--- config.mk ---
export PLATFORM = sky130hd
export DESIGN_NAME = seg7_mux_driver
export DESIGN_NICKNAME = d
export VERILOG_FILES = /design/src/rtl/seg7_pkg.sv /design/src/rtl/hex_to_seg7.sv /design/src/rtl/seg7_mux_driver.sv
export SDC_FILE = /design/constraint.sdc
export NUM_CORES = 1
export LEC_CHECK = 0
export CAP_MARGIN = 30
export CORE_AREA = 2 2 91 93
export CTS_CLUSTER_SIZE = 30
export DETAILED_ROUTE_END_ITERATION = 10
export DIE_AREA = 0 0 93 95
export HOLD_SLACK_MARGIN = 0.06
export PLACE_DENSITY_LB_ADDON = 0.15
export SLEW_MARGIN = 20
export SYNTH_ARGS = -nofsm -noshare
export SYNTH_HDL_FRONTEND = slang
export SYNTH_SLANG_ARGS = --single-unit
--- constraint.sdc ---
create_clock -name i_Clk -period 6.32 [get_ports i_Clk]
set_input_delay 1.896 -clock i_Clk [delete_from_list [all_inputs] [get_ports i_Clk]]
set_output_delay 1.896 -clock i_Clk [all_outputs]
set_load 0.01 [all_outputs]
--- src/rtl/seg7_pkg.sv ---
// Shared constants and hex-to-segment table for the 7-segment driver.
// Table is active-high (1 = lit), bit 6 = a ... bit 0 = g.
package seg7_pkg;

    localparam int SEG_W = 7;

    localparam logic [SEG_W-1:0] SEG_OFF = '0;

    function automatic logic [SEG_W-1:0] hex_to_seg(input logic [3:0] h);
        logic [SEG_W-1:0] s;
        unique case (h)
            4'h0: s = 7'b1111110;
            4'h1: s = 7'b0110000;
            4'h2: s = 7'b1101101;
            4'h3: s = 7'b1111001;
            4'h4: s = 7'b0110011;
            4'h5: s = 7'b1011011;
            4'h6: s = 7'b1011111;
            4'h7: s = 7'b1110000;
            4'h8: s = 7'b1111111;
            4'h9: s = 7'b1111011;
            4'hA: s = 7'b1110111;
            4'hB: s = 7'b0011111;
            4'hC: s = 7'b1001110;
            4'hD: s = 7'b0111101;
            4'hE: s = 7'b1001111;
            4'hF: s = 7'b1000111;
        endcase
        return s;
    endfunction

endpackage

--- src/rtl/hex_to_seg7.sv ---
// Combinational 4-bit hex to 7-segment decoder, active-high output.
// Ports: i_Hex (nibble in), o_Seg (segments a..g, a = bit 6).
module hex_to_seg7
    import seg7_pkg::*;
(
    input  logic [3:0]       i_Hex,
    output logic [SEG_W-1:0] o_Seg
);

    assign o_Seg = hex_to_seg(i_Hex);

endmodule

--- src/rtl/seg7_mux_driver.sv ---
// Time-multiplexed 7-segment driver: double-buffered hex word, one digit
// per refresh slot, leading-zero blanking, per-digit dp, global enable.
// Ports: i_Clk/i_Rst (sync, active-high), i_Data/i_Dp/i_Load (pending
// buffer write), i_Enable, i_Blank_LZ; o_Segmentos/o_Dp/o_Anodos (registered
// pin drive), o_Busy (pending not yet shown), o_Frame (frame boundary pulse).
module seg7_mux_driver
    import seg7_pkg::*;
#(
    parameter int N_DIGITS       = 4,
    parameter int REFRESH_DIV    = 50000,
    parameter int SEG_ACTIVE_LOW = 1,
    parameter int AN_ACTIVE_LOW  = 1
) (
    input  logic                  i_Clk,
    input  logic                  i_Rst,
    input  logic [4*N_DIGITS-1:0] i_Data,
    input  logic [N_DIGITS-1:0]   i_Dp,
    input  logic                  i_Load,
    input  logic                  i_Enable,
    input  logic                  i_Blank_LZ,
    output logic [SEG_W-1:0]      o_Segmentos,
    output logic                  o_Dp,
    output logic [N_DIGITS-1:0]   o_Anodos,
    output logic                  o_Busy,
    output logic                  o_Frame
);

    localparam int CW = $clog2(REFRESH_DIV);
    localparam int IW = (N_DIGITS > 1) ? $clog2(N_DIGITS) : 1;
    localparam logic [CW-1:0] CNT_LAST = CW'(REFRESH_DIV - 1);
    localparam logic [CW-1:0] CNT_PRE  = CW'(REFRESH_DIV - 2);
    localparam logic [IW-1:0] IDX_LAST = IW'(N_DIGITS - 1);
    localparam logic SEG_POL = (SEG_ACTIVE_LOW != 0);
    localparam logic AN_POL  = (AN_ACTIVE_LOW != 0);
    localparam logic [SEG_W-1:0]    SEG_IDLE = SEG_OFF ^ {SEG_W{SEG_POL}};
    localparam logic [N_DIGITS-1:0] AN_IDLE  = {N_DIGITS{AN_POL}};

    logic [CW-1:0]           cnt_q;
    logic [IW-1:0]           idx_q;
    logic [4*N_DIGITS-1:0]   pend_data_q, disp_data_q;
    logic [N_DIGITS-1:0]     pend_dp_q, disp_dp_q;
    logic                    busy_q, frame_q;
    logic [SEG_W-1:0]        seg_q;
    logic                    dp_q;
    logic [N_DIGITS-1:0]     an_q;

    logic                    tick, boundary;
    logic [N_DIGITS-1:0]     upper_zero;
    logic [3:0]              sel_nib;
    logic                    sel_dp, sel_zero, blank;
    logic [N_DIGITS-1:0]     sel_oh;
    logic [SEG_W-1:0]        dec_seg;
    logic [SEG_W-1:0]        seg_d;
    logic                    dp_d, frame_d;
    logic [N_DIGITS-1:0]     an_d;

    assign tick     = (cnt_q == CNT_LAST);
    assign boundary = tick && (idx_q == IDX_LAST);
    // Predict the boundary one cycle early so o_Frame is high during it.
    assign frame_d  = (cnt_q == CNT_PRE) && (idx_q == IDX_LAST);

    // upper_zero[k]: display nibbles k..N_DIGITS-1 are all zero.
    always_comb begin : lz_scan
        logic z;
        z = 1'b1;
        upper_zero = '0;
        for (int k = N_DIGITS - 1; k >= 0; k--) begin
            z = z & (disp_data_q[4*k +: 4] == 4'h0);
            upper_zero[k] = z;
        end
    end

    always_comb begin
        sel_nib  = '0;
        sel_dp   = 1'b0;
        sel_zero = 1'b0;
        sel_oh   = '0;
        for (int k = 0; k < N_DIGITS; k++) begin
            if (idx_q == IW'(k)) begin
                sel_nib   = disp_data_q[4*k +: 4];
                sel_dp    = disp_dp_q[k];
                sel_zero  = upper_zero[k];
                sel_oh[k] = 1'b1;
            end
        end
    end

    hex_to_seg7 u_dec (
        .i_Hex (sel_nib),
        .o_Seg (dec_seg)
    );

    assign blank = i_Blank_LZ && sel_zero && (idx_q != '0);
    assign seg_d = ((i_Enable && !blank) ? dec_seg : SEG_OFF)
                   ^ {SEG_W{SEG_POL}};
    assign dp_d  = (i_Enable && sel_dp) ^ SEG_POL;
    assign an_d  = (i_Enable ? sel_oh : '0) ^ AN_IDLE;

    always_ff @(posedge i_Clk) begin
        if (i_Rst) begin
            cnt_q       <= '0;
            idx_q       <= '0;
            pend_data_q <= '0;
            pend_dp_q   <= '0;
            disp_data_q <= '0;
            disp_dp_q   <= '0;
            busy_q      <= 1'b0;
            frame_q     <= 1'b0;
            seg_q       <= SEG_IDLE;
            dp_q        <= SEG_POL;
            an_q        <= AN_IDLE;
        end else begin
            cnt_q <= tick ? '0 : cnt_q + CW'(1);
            if (tick) begin
                idx_q <= (idx_q == IDX_LAST) ? '0 : idx_q + IW'(1);
            end
            if (i_Load) begin
                pend_data_q <= i_Data;
                pend_dp_q   <= i_Dp;
            end
            // Transfer uses the old pending value; a same-cycle load waits.
            if (boundary && busy_q) begin
                disp_data_q <= pend_data_q;
                disp_dp_q   <= pend_dp_q;
            end
            busy_q  <= i_Load | (busy_q & ~boundary);
            frame_q <= frame_d;
            seg_q   <= seg_d;
            dp_q    <= dp_d;
            an_q    <= an_d;
        end
    end

    assign o_Segmentos = seg_q;
    assign o_Dp        = dp_q;
    assign o_Anodos    = an_q;
    assign o_Busy      = busy_q;
    assign o_Frame     = frame_q;

endmodule

==> results of run 1 <==
sequential cells by signal, indices dropped and copies added, names as in the netlist:
name / cells
o_Anodos: 4
idx_q: 2
o_Busy: 1
pend_data_q: 16
disp_data_q: 16
pend_dp_q: 4
o_Dp: 1
o_Segmentos: 7
cnt_q: 16
o_Frame: 1
disp_dp_q: 4
final cells by class:
cell class	instances	area (um^2)
clock inverters	5	55.1
multi-input cells	225	1500
well taps	105	131
flip-flops and latches	72	1440
clock buffers	11	151
fillers	799	4210
repair buffers	41	403
inverters	9	33.8
kinds of logic (layout without fill, tap and decap cells):
logic type | after synthesis | in the layout | synth area share, %
muxes | 44 | 44 | 14.3
buffers and inverters | 26 | 66 | 4.51
and+or+nand+nor | 128 | 128 | 19.5
DFF | 72 | 72 | 46.8
adders and majority gates | 12 | 12 | 4.87
AOI/OAI and AO/OA | 27 | 27 | 6.09
xor gates and xnor gates | 14 | 14 | 3.98
synth_stat cells (all sizes together), types with 2 or more instances:
master	number
a311oi	2
nand3b	5
nand2	23
mux2i	44
nor2b	4
clkbuf	8
inv	9
and3	3
a21oi	10
xnor2	7
nand3	9
nand4	2
nor4	7
a311o	2
o221ai	5
o21ai	2
dfxtp	72
nor2	66
buf	9
nor3b	3
ha	12
xor2	7
final timing paths:
check                        startpoint                         to  cells past startpoint
setup / recovery                  i_Rst  o_Segmentos[2]$_SDFF_PP1_                      4
hold reg to reg     cnt_q[0]$_SDFF_PP0_        cnt_q[0]$_SDFF_PP0_                      1
hold / removal      cnt_q[0]$_SDFF_PP0_        cnt_q[0]$_SDFF_PP0_                      1
setup reg to reg  idx_q[0]$_SDFFE_PP0N_  o_Segmentos[3]$_SDFF_PP1_                      8
report_power, final:
part | switching [uW] | total (uW) | internal, uW
sequential | 6.86 | 472 | 466
clock | 165 | 367 | 202
combinational | 21.2 | 50.4 | 29.2
total | 193 | 890 | 697
per-layer routing:
layer / global-route usage (%) / part of all wire (%) / vias up
met3: 4.15 / 4.0 / 6
met2: 24.4 / 45 / 40
met1: 18.9 / 50 / 1024
met5: 0 / 0 / -
met4: 5.88 / 1.3 / 0
li1: - / - / 1172
stage by stage:
| stage | cell area (um^2) | hold WS, ns | setup WS [ns] | util, % | total power, uW |
|---|---|---|---|---|---|
| after floorplan | 3080 | 0.441 | 3.35 | - | 507 |
| after global placement | 3510 | 0.460 | 2.25 | 44.3 | 534 |
| after detailed placement | 3510 | 0.468 | 2.19 | 44.3 | 534 |
| after CTS | 3720 | 0.483 | 2.58 | 46.9 | 906 |
| after global routing | 3720 | 0.503 | 2.29 | 46.9 | 931 |
| final | 3720 | 0.477 | 2.57 | 46.9 | 890 |
==> summary.md, run 1 <==
| Metric | Value |
|---|---|
| Yosys warns | 0 |
| CP Buf/Inv Count | 1 |
| CP top delay family | simple AND/OR/NAND/NOR gates |
| Most used cell, CP | nor2b_1 |
| Std cell rows | 33 |
| Hold Buf Count CTS | 0 |
| TritonCTS clock tree | yes |
| Final Hold Vio Count | 0 |
| Nets@finish | 395 |
| Min Tclk post-route | 3.75 ns |
| # resized after CTS | 0 |
| Core ar. | 0.00793 mm^2 |
| Setup total negative slack | 0 ns |
| Yosys top cell area share | 46.8% |
| Die ar. | 0.00884 mm^2 |
| # clock sinks | 72 |
| Clk_lat worst skew | 0.34 ns |
| Flop2flop setup slack | 3.46 ns |
| Fin crit share | 59.4% |
| Vias | 2242 |
| Crit path kind | in -> reg |
| Initial DRC count | 78 |
| Avg Inst Size Synth | 9.54 um^2 |
| Max-slew violation count | 0 |
| Ys flop type | dfxtp_1 |
| H-Tree Depth | 3 |
| CTS buffer count | 9 |
| Sequential area share after synthesis | 46.8% |
| First-pass GRT wire length | 10.5 mm |
| Actual slew at the worst max-slew pin | 0.805 ns |
| VDD IR max | 0.000153 V |
| Async set-or-reset flop fraction in the synthesized netlist | 0% |
| Max-Cap Viols | 0 |
| Leading area contributor after synthesis | dfxtp_1 |
| Fraction of layout cells with a size suffix above 1 | 6.34% |
| Max Freq | 0.266 GHz |
| CP Capture Type | flip-flop |
| Syn Inst Count | 323 |
| WL final | 5.87 mm |
| Power Density | 239 mW/mm^2 |
| Root Buffer | clkbuf_8 |
| Status | completed |
| GRT overflow | 0 |
| Synthesized Nets | 360 |
| GP Congestion | 0.815 |
| Commonest non-fill, non-tap cell in the layout | dfxtp_1 |
| Crit-path cells | clkdlybuf4s50_1 -> nor2b_1 -> nor2b_1 -> o221ai_1 |
| Die height | 95 um |
| Clock Tree Buf Depth | 2 |
| # port buffers | 38 |
| DR WL/cell | 12.5 um |
| Synth area leaders | dfxtp_1, mux2i_1, nor2_1, ha_1, nand2_1 |
| Synth Cell Area | 0.00308 mm^2 |
| Initial Utilization | 38.9% |
| Area growth syn-to-layout | 20.6% |
| Rel. slew slack | 46.2% |
| Post-route ant nets | 0 |
| Fin cells | 468 |
| Min-Delay Path Class | reg -> reg |
| Flops & latches, synth | 72 |
| IO Count | 39 |
| CP max stage delay | 0.82 ns |
| Most frequent cells in the layout | dfxtp_1, nor2_1, mux2i_1, clkdlybuf4s50_1, nand2_1 |
| Critical-path maximum fanout | 23 |
| DRC Markers | 0 |
| Synth cell types | 40 |
| CP max-delay cell | clkdlybuf4s50_1 |
| Clk slew on worst S/H paths | 0.07 ns |
| Total GRT Usage | 15.0% |
| Pre-antenna DRT Iters | 4 |
| Startpoint Class | input pin |
| Static Leak | 0.00139 uW |
| RSZ-0062 raised after global routing | false |
| Crit path DAT | 3.94 ns |
| Vias per inst | 4.79 |
| Vias in the first global route | 2229 |
| Clock skew | 0.00885 ns |
| Die Wd | 93 um |
| DP HPWL | 4.08 mm |
| Post-CTS Setup Bufs | 0 |
| WP data required | 6.51 ns |
| Final setup fails | 0 |
| Pin count of the biggest net entering global routing | 26 |
| Post-synth EDFFs | 0 |
| Ant diodes | 0 |
| Dpl cells | 452 |
| Initial antenna violation count | 0 |
Power figures use the tool's default switching activity.
==> run 2, diff against run 1 <==
==> constraint.sdc (replaced) <==
create_clock -name i_Clk -period 3.8 [get_ports i_Clk]
set_input_delay 1.14 -clock i_Clk [delete_from_list [all_inputs] [get_ports i_Clk]]
set_output_delay 1.14 -clock i_Clk [all_outputs]
set_load 0.01 [all_outputs]
==> run 2 against run 1 <==
Clock-buffer cell count grew 1. Register-to-register slack lost 2.3 ns. Clock power grew 45%. Hold slack lost 0.0030 ns. Via count grew 0.22%. Utilization shrank 0.33 points. Critical path type is now reg -> reg. Highest routed layer unchanged.
==> summary.md, run 2 (synthesis results as in run 1) <==
| Metric | Value |
|---|---|
| Status | completed |
| Vias per inst | 4.80 |
| Clk slew on worst S/H paths | 0.07 ns |
| Min Tclk post-route | 2.67 ns |
| CP Capture Type | flip-flop |
| Initial DRC count | 131 |
| DR WL/cell | 12.9 um |
| Place WS | 0.990 ns |
| Crit path kind | reg -> reg |
| TritonCTS clock tree | yes |
| Power Density | 380 mW/mm^2 |
| GP Congestion | 0.755 |
| Post-route setup slack | 1.13 ns |
| Fin crit share | 70.3% |
| Rel. slew slack | 49.4% |
| # resized after CTS | 0 |
| Post-route ant nets | 0 |
| Area growth syn-to-layout | 19.8% |
| Max-slew violation count | 0 |
| Die height | 95 um |
| Pin count of the biggest net entering global routing | 47 |
| Root Buffer | clkbuf_8 |
| WP data required | 4.02 ns |
| Actual slew at the worst max-slew pin | 0.753 ns |
| Die Wd | 93 um |
| Crit path DAT | 2.89 ns |
| Commonest non-fill, non-tap cell in the layout | dfxtp_1 |
| Most frequent cells in the layout | dfxtp_1, nor2_1, mux2i_1, clkdlybuf4s50_1, nand2_1 |
| FF-to-FF path depth | 6 |
| Final Hold Vio Count | 0 |
| Register Area | 0.00144 mm^2 |
| Core ar. | 0.00793 mm^2 |
| Total GRT Usage | 14.6% |
| Hold path depth | 1 |
| Min Hold Slack | 0.474 ns |
| Static Leak | 0.00138 uW |
| Clock Tree Buf Depth | 2 |
| Hold Buf Count CTS | 0 |
| Critical-path maximum fanout | 11 |
| Initial Utilization | 38.9% |
| Post-CTS Setup Bufs | 0 |
| Pre-antenna DRT Iters | 4 |
| Area of the multi-input gates | 0.00150 mm^2 |
| Clock skew | 0.00888 ns |
| First-pass GRT wire length | 10.0 mm |
| WL final | 6.03 mm |
| Vias | 2247 |
| CP max-delay cell | or4_1 |
| Setup total negative slack | 0 ns |
| Nets@finish | 396 |
| DRC Markers | 0 |
| CP max stage delay | 0.60 ns |
| IO Count | 39 |
| Final setup fails | 0 |
| Min-Delay Path Class | reg -> reg |
| Max-Cap Viols | 0 |
| # port buffers | 38 |
| H-Tree Depth | 3 |
| Fraction of layout cells with a size suffix above 1 | 6.06% |
| RSZ-0062 raised after global routing | false |
| Die ar. | 0.00884 mm^2 |
| Crit-path cells | or4_1 -> nor4_4 -> and3_1 -> buf_4 -> mux2i_1 -> nor2_1 |
| Max Freq | 0.374 GHz |
| Startpoint Class | flip-flop |
| Filler cells | 772 |
| Initial antenna violation count | 0 |
| GRT overflow | 0 |
| CTS buffer count | 9 |
| Vias in the first global route | 2129 |
| DP HPWL | 4.07 mm |
| # clock sinks | 72 |
| Std cell rows | 33 |
| Largest registers | cnt_q (16), disp_data_q (16), pend_data_q (16) |
| Ant diodes | 0 |
| VDD IR max | 0.000181 V |
| Clk_lat worst skew | 0.34 ns |
==> run 2: final timing paths <==
kind                                                    end                 from  slack [ns]
worst min register to register          cnt_q[0]$_SDFF_PP0_  cnt_q[0]$_SDFF_PP0_        0.47
worst max register to register  disp_data_q[2]$_SDFFE_PP0P_  cnt_q[5]$_SDFF_PP0_        1.13
worst max-delay path            disp_data_q[2]$_SDFFE_PP0P_  cnt_q[5]$_SDFF_PP0_        1.13
worst min-delay path                    cnt_q[0]$_SDFF_PP0_  cnt_q[0]$_SDFF_PP0_        0.47
==> run 2: power breakdown <==
part	total (uW)	internal (uW)	switching, uW
Clock	532	267	265
Sequential	786	775	11.8
Combinational	84.2	48.5	35.8
Total	1400	1090	312
==> run 2: cell type report <==
| class | count | share of cell area (%) |
|---|---|---|
| clock buffer | 12 | 4.20 |
| clock inverter | 3 | 0.475 |
| inverter | 9 | 0.915 |
| multi-input combinational | 225 | 40.7 |
| sequential | 72 | 39.1 |
| tap | 105 | 3.56 |
| timing repair buffer | 42 | 11.1 |
==> run 2: worst max-delay path: cells and delay by family, from the launching register on <==
kind | cells | cell delay (ns)
multiplexers | 1 | 0.21
AND/OR/NAND/NOR | 4 | 1.64
flip-flops | 1 | 0.35
buffers and inverters | 1 | 0.33
==> run 2: metal layers <==
metal | part of all wire (%) | GRT usage (%) | vias up
met3 | 4.5 | 3.67 | 8
met4 | 1.6 | 8.09 | 0
met5 | 0 | 0 | -
met1 | 50 | 18.8 | 1019
met2 | 44 | 22.3 | 47
li1 | - | - | 1173
==> run 2: metrics by stage <==
stage | utilization [%] | std cells | power (uW) | area [um^2]
after global placement | 44.4 | 453 | 888 | 3520
after floorplan | - | 323 | 843 | 3080
after global routing | 46.6 | 468 | 1460 | 3690
after detailed placement | 44.4 | 453 | 889 | 3520
final | 46.6 | 468 | 1400 | 3690
after CTS | 46.6 | 468 | 1430 | 3690
==> run 3, diff against run 2 <==
==> constraint.sdc (replaced) <==
create_clock -name i_Clk -period 2.3 [get_ports i_Clk]
set_input_delay 0.69 -clock i_Clk [delete_from_list [all_inputs] [get_ports i_Clk]]
set_output_delay 0.69 -clock i_Clk [all_outputs]
set_load 0.01 [all_outputs]
==> run 3 against run 2 <==
Worst setup slack got worse by 0.95 ns. Utilization up 2.2 points. Clock power increased by 120%. Final cell count is 2.4% higher. First-iteration DRC count down 41%. Register-to-register slack lost 0.95 ns. Total power rose by 88%. Cell area grew 4.6%. Non-clock buffer count is 10 higher. Hold slack improved by 0.0024 ns. Fmax rose by 26%. Via count up 2.2%. Critical path type unchanged. Critical endpoint is now o_Segmentos[0]$_SDFF_PP1_. Largest cell class unchanged.
==> summary.md, run 3 (synthesis results as in run 1) <==
| Metric | Value |
|---|---|
| # clock sinks | 72 |
| Std cell rows | 33 |
| Die height | 95 um |
| Area of the multi-input gates | 0.00152 mm^2 |
| Met2 Usage GRT | 21.4% |
| Area growth syn-to-layout | 25.3% |
| WL final | 6.11 mm |
| Final Hold Vio Count | 0 |
| Finished layout cell area | 0.00386 mm^2 |
| Max-Cap Viols | 0 |
| Actual slew at the worst max-slew pin | 0.548 ns |
| DP HPWL | 4.31 mm |
| CP Buf/Inv Count | 2 |
| Crit-path cells | inv_1 -> ha_1 -> a211oi_1 -> a221oi_2 -> buf_4 -> ha_1 -> and2_1 -> a21oi_1 -> o221ai_1 |
| DR WL/cell | 12.7 um |
| VDD IR max | 0.000338 V |
| GP Congestion | 0.809 |
| # port buffers | 38 |
| Filler cells | 785 |
| Initial antenna violation count | 0 |
| CP max stage delay | 0.39 ns |
| Reg2reg start | idx_q[1]$_SDFFE_PP0N_ |
| First-pass GRT wire length | 10.1 mm |
| Crit path DAT | 2.34 ns |
| Core ar. | 0.00793 mm^2 |
| Pin count of the biggest net entering global routing | 24 |
| Static Leak | 0.00146 uW |
| Root Buffer | clkbuf_8 |
| Most frequent cells in the layout | dfxtp_1, nor2_1, mux2i_1, clkdlybuf4s50_1, nand2_1 |
| Min Hold Slack | 0.477 ns |
| CP top delay family | compound AO/OA/AOI/OAI gates |
| WP data required | 2.52 ns |
| Setup total negative slack | 0 ns |
| Vias | 2297 |
| IO Count | 39 |
| Startpoint Class | flip-flop |
| Min-Delay Path Class | reg -> reg |
| CP max-delay cell | dfxtp_1 |
| Vias per inst | 4.80 |
| Clock skew | 0.00701 ns |
| GRT overflow | 0 |
| Routing usage on met3 | 3.43% |
| H-Tree Depth | 3 |
| RSZ-0062 raised after global routing | false |
| CP startpoint | idx_q[1]$_SDFFE_PP0N_ |
| Area after DPL | 0.00361 mm^2 |
| Grt met1 use | 20.5% |
| Rel. slew slack | 63.1% |
| Die Wd | 93 um |
| CP Capture Type | flip-flop |
| Clk_lat worst skew | 0.34 ns |
| Clk slew on worst S/H paths | 0.08 ns |
| Crit path kind | reg -> reg |
| Commonest non-fill, non-tap cell in the layout | dfxtp_1 |
| Status | completed |
| Fraction of layout cells with a size suffix above 1 | 10.2% |
| Most used cell, CP | ha_1 |
| Critical-path maximum fanout | 12 |
| Initial DRC count | 77 |
| Dpl cells | 463 |
| Final setup fails | 0 |
| Post-route ant nets | 0 |
| TritonCTS clock tree | yes |
| DRC Markers | 0 |
| Die ar. | 0.00884 mm^2 |
| Ant diodes | 0 |
| Register Area | 0.00144 mm^2 |
| Max-slew violation count | 0 |
| Max Freq | 0.471 GHz |
| Fin crit share | 92.2% |
| Pre-antenna DRT Iters | 4 |
| Clock Tree Buf Depth | 2 |
| Initial Utilization | 38.9% |
| Nets@finish | 406 |
| Total GRT Usage | 14.7% |
| Min Tclk post-route | 2.12 ns |
| Largest registers | cnt_q (16), disp_data_q (16), pend_data_q (16) |
| Fin cells | 479 |
| Power Density | 681 mW/mm^2 |
| CTS buffer count | 9 |
| HP Start | cnt_q[0]$_SDFF_PP0_ |
| Busiest grt layer | met2 |
| Vias in the first global route | 2081 |
## run 3: final cells by class
cell class,instances,share of cell area (%)
Multi-Input combinational cell,225,39.2
Sequential cell,72,37.3
Timing Repair Buffer,52,12.9
Tap cell,105,3.40
Clock buffer,9,3.21
Clock inverter,7,3.08
Inverter,9,0.875
## run 3: worst paths after layout
check,cells after the start,slack (ns),endpoint
worst max-delay path,9,0.18,o_Segmentos[0]$_SDFF_PP1_
worst min-delay path,1,0.48,cnt_q[0]$_SDFF_PP0_
worst max register to register,9,0.18,o_Segmentos[0]$_SDFF_PP1_
worst min register to register,1,0.48,cnt_q[0]$_SDFF_PP0_
## run 3: through the flow
| stage | util, % | worst slack, ns | power, uW |
|---|---|---|---|
| floorplan | - | 0.102 | 1390 |
| global placement | 45.6 | 0.212 | 1470 |
| detailed placement | 45.6 | 0.172 | 1480 |
| CTS | 48.6 | 0.148 | 2670 |
| global route | 48.7 | 0.00791 | 2750 |
| finish | 48.7 | 0.179 | 2630 |
## run 3: power breakdown
part / switching [uW] / internal [uW] / leakage, uW
Clock: 465 / 721 / 0.000116
Combinational: 58.9 / 85.7 / 0.000760
Sequential: 19.7 / 1280 / 0.000587
Total: 543 / 2090 / 0.00146
## run 3: metal layers
| metal | vias to the layer above | share of wire [%] |
|---|---|---|
| li1 | 1195 | - |
| met1 | 1037 | 51 |
| met2 | 55 | 44 |
| met3 | 10 | 3.6 |
| met4 | 0 | 1.9 |
| met5 | - | 0 |
## run 3: what timing repair did
action,4_1_cts,5_1_grt
setup buffers,0,0
endpoints found under the hold margin,0,0
gates resized for setup,0,3
hold buffers,0,0
setup endpoints to repair,0,4
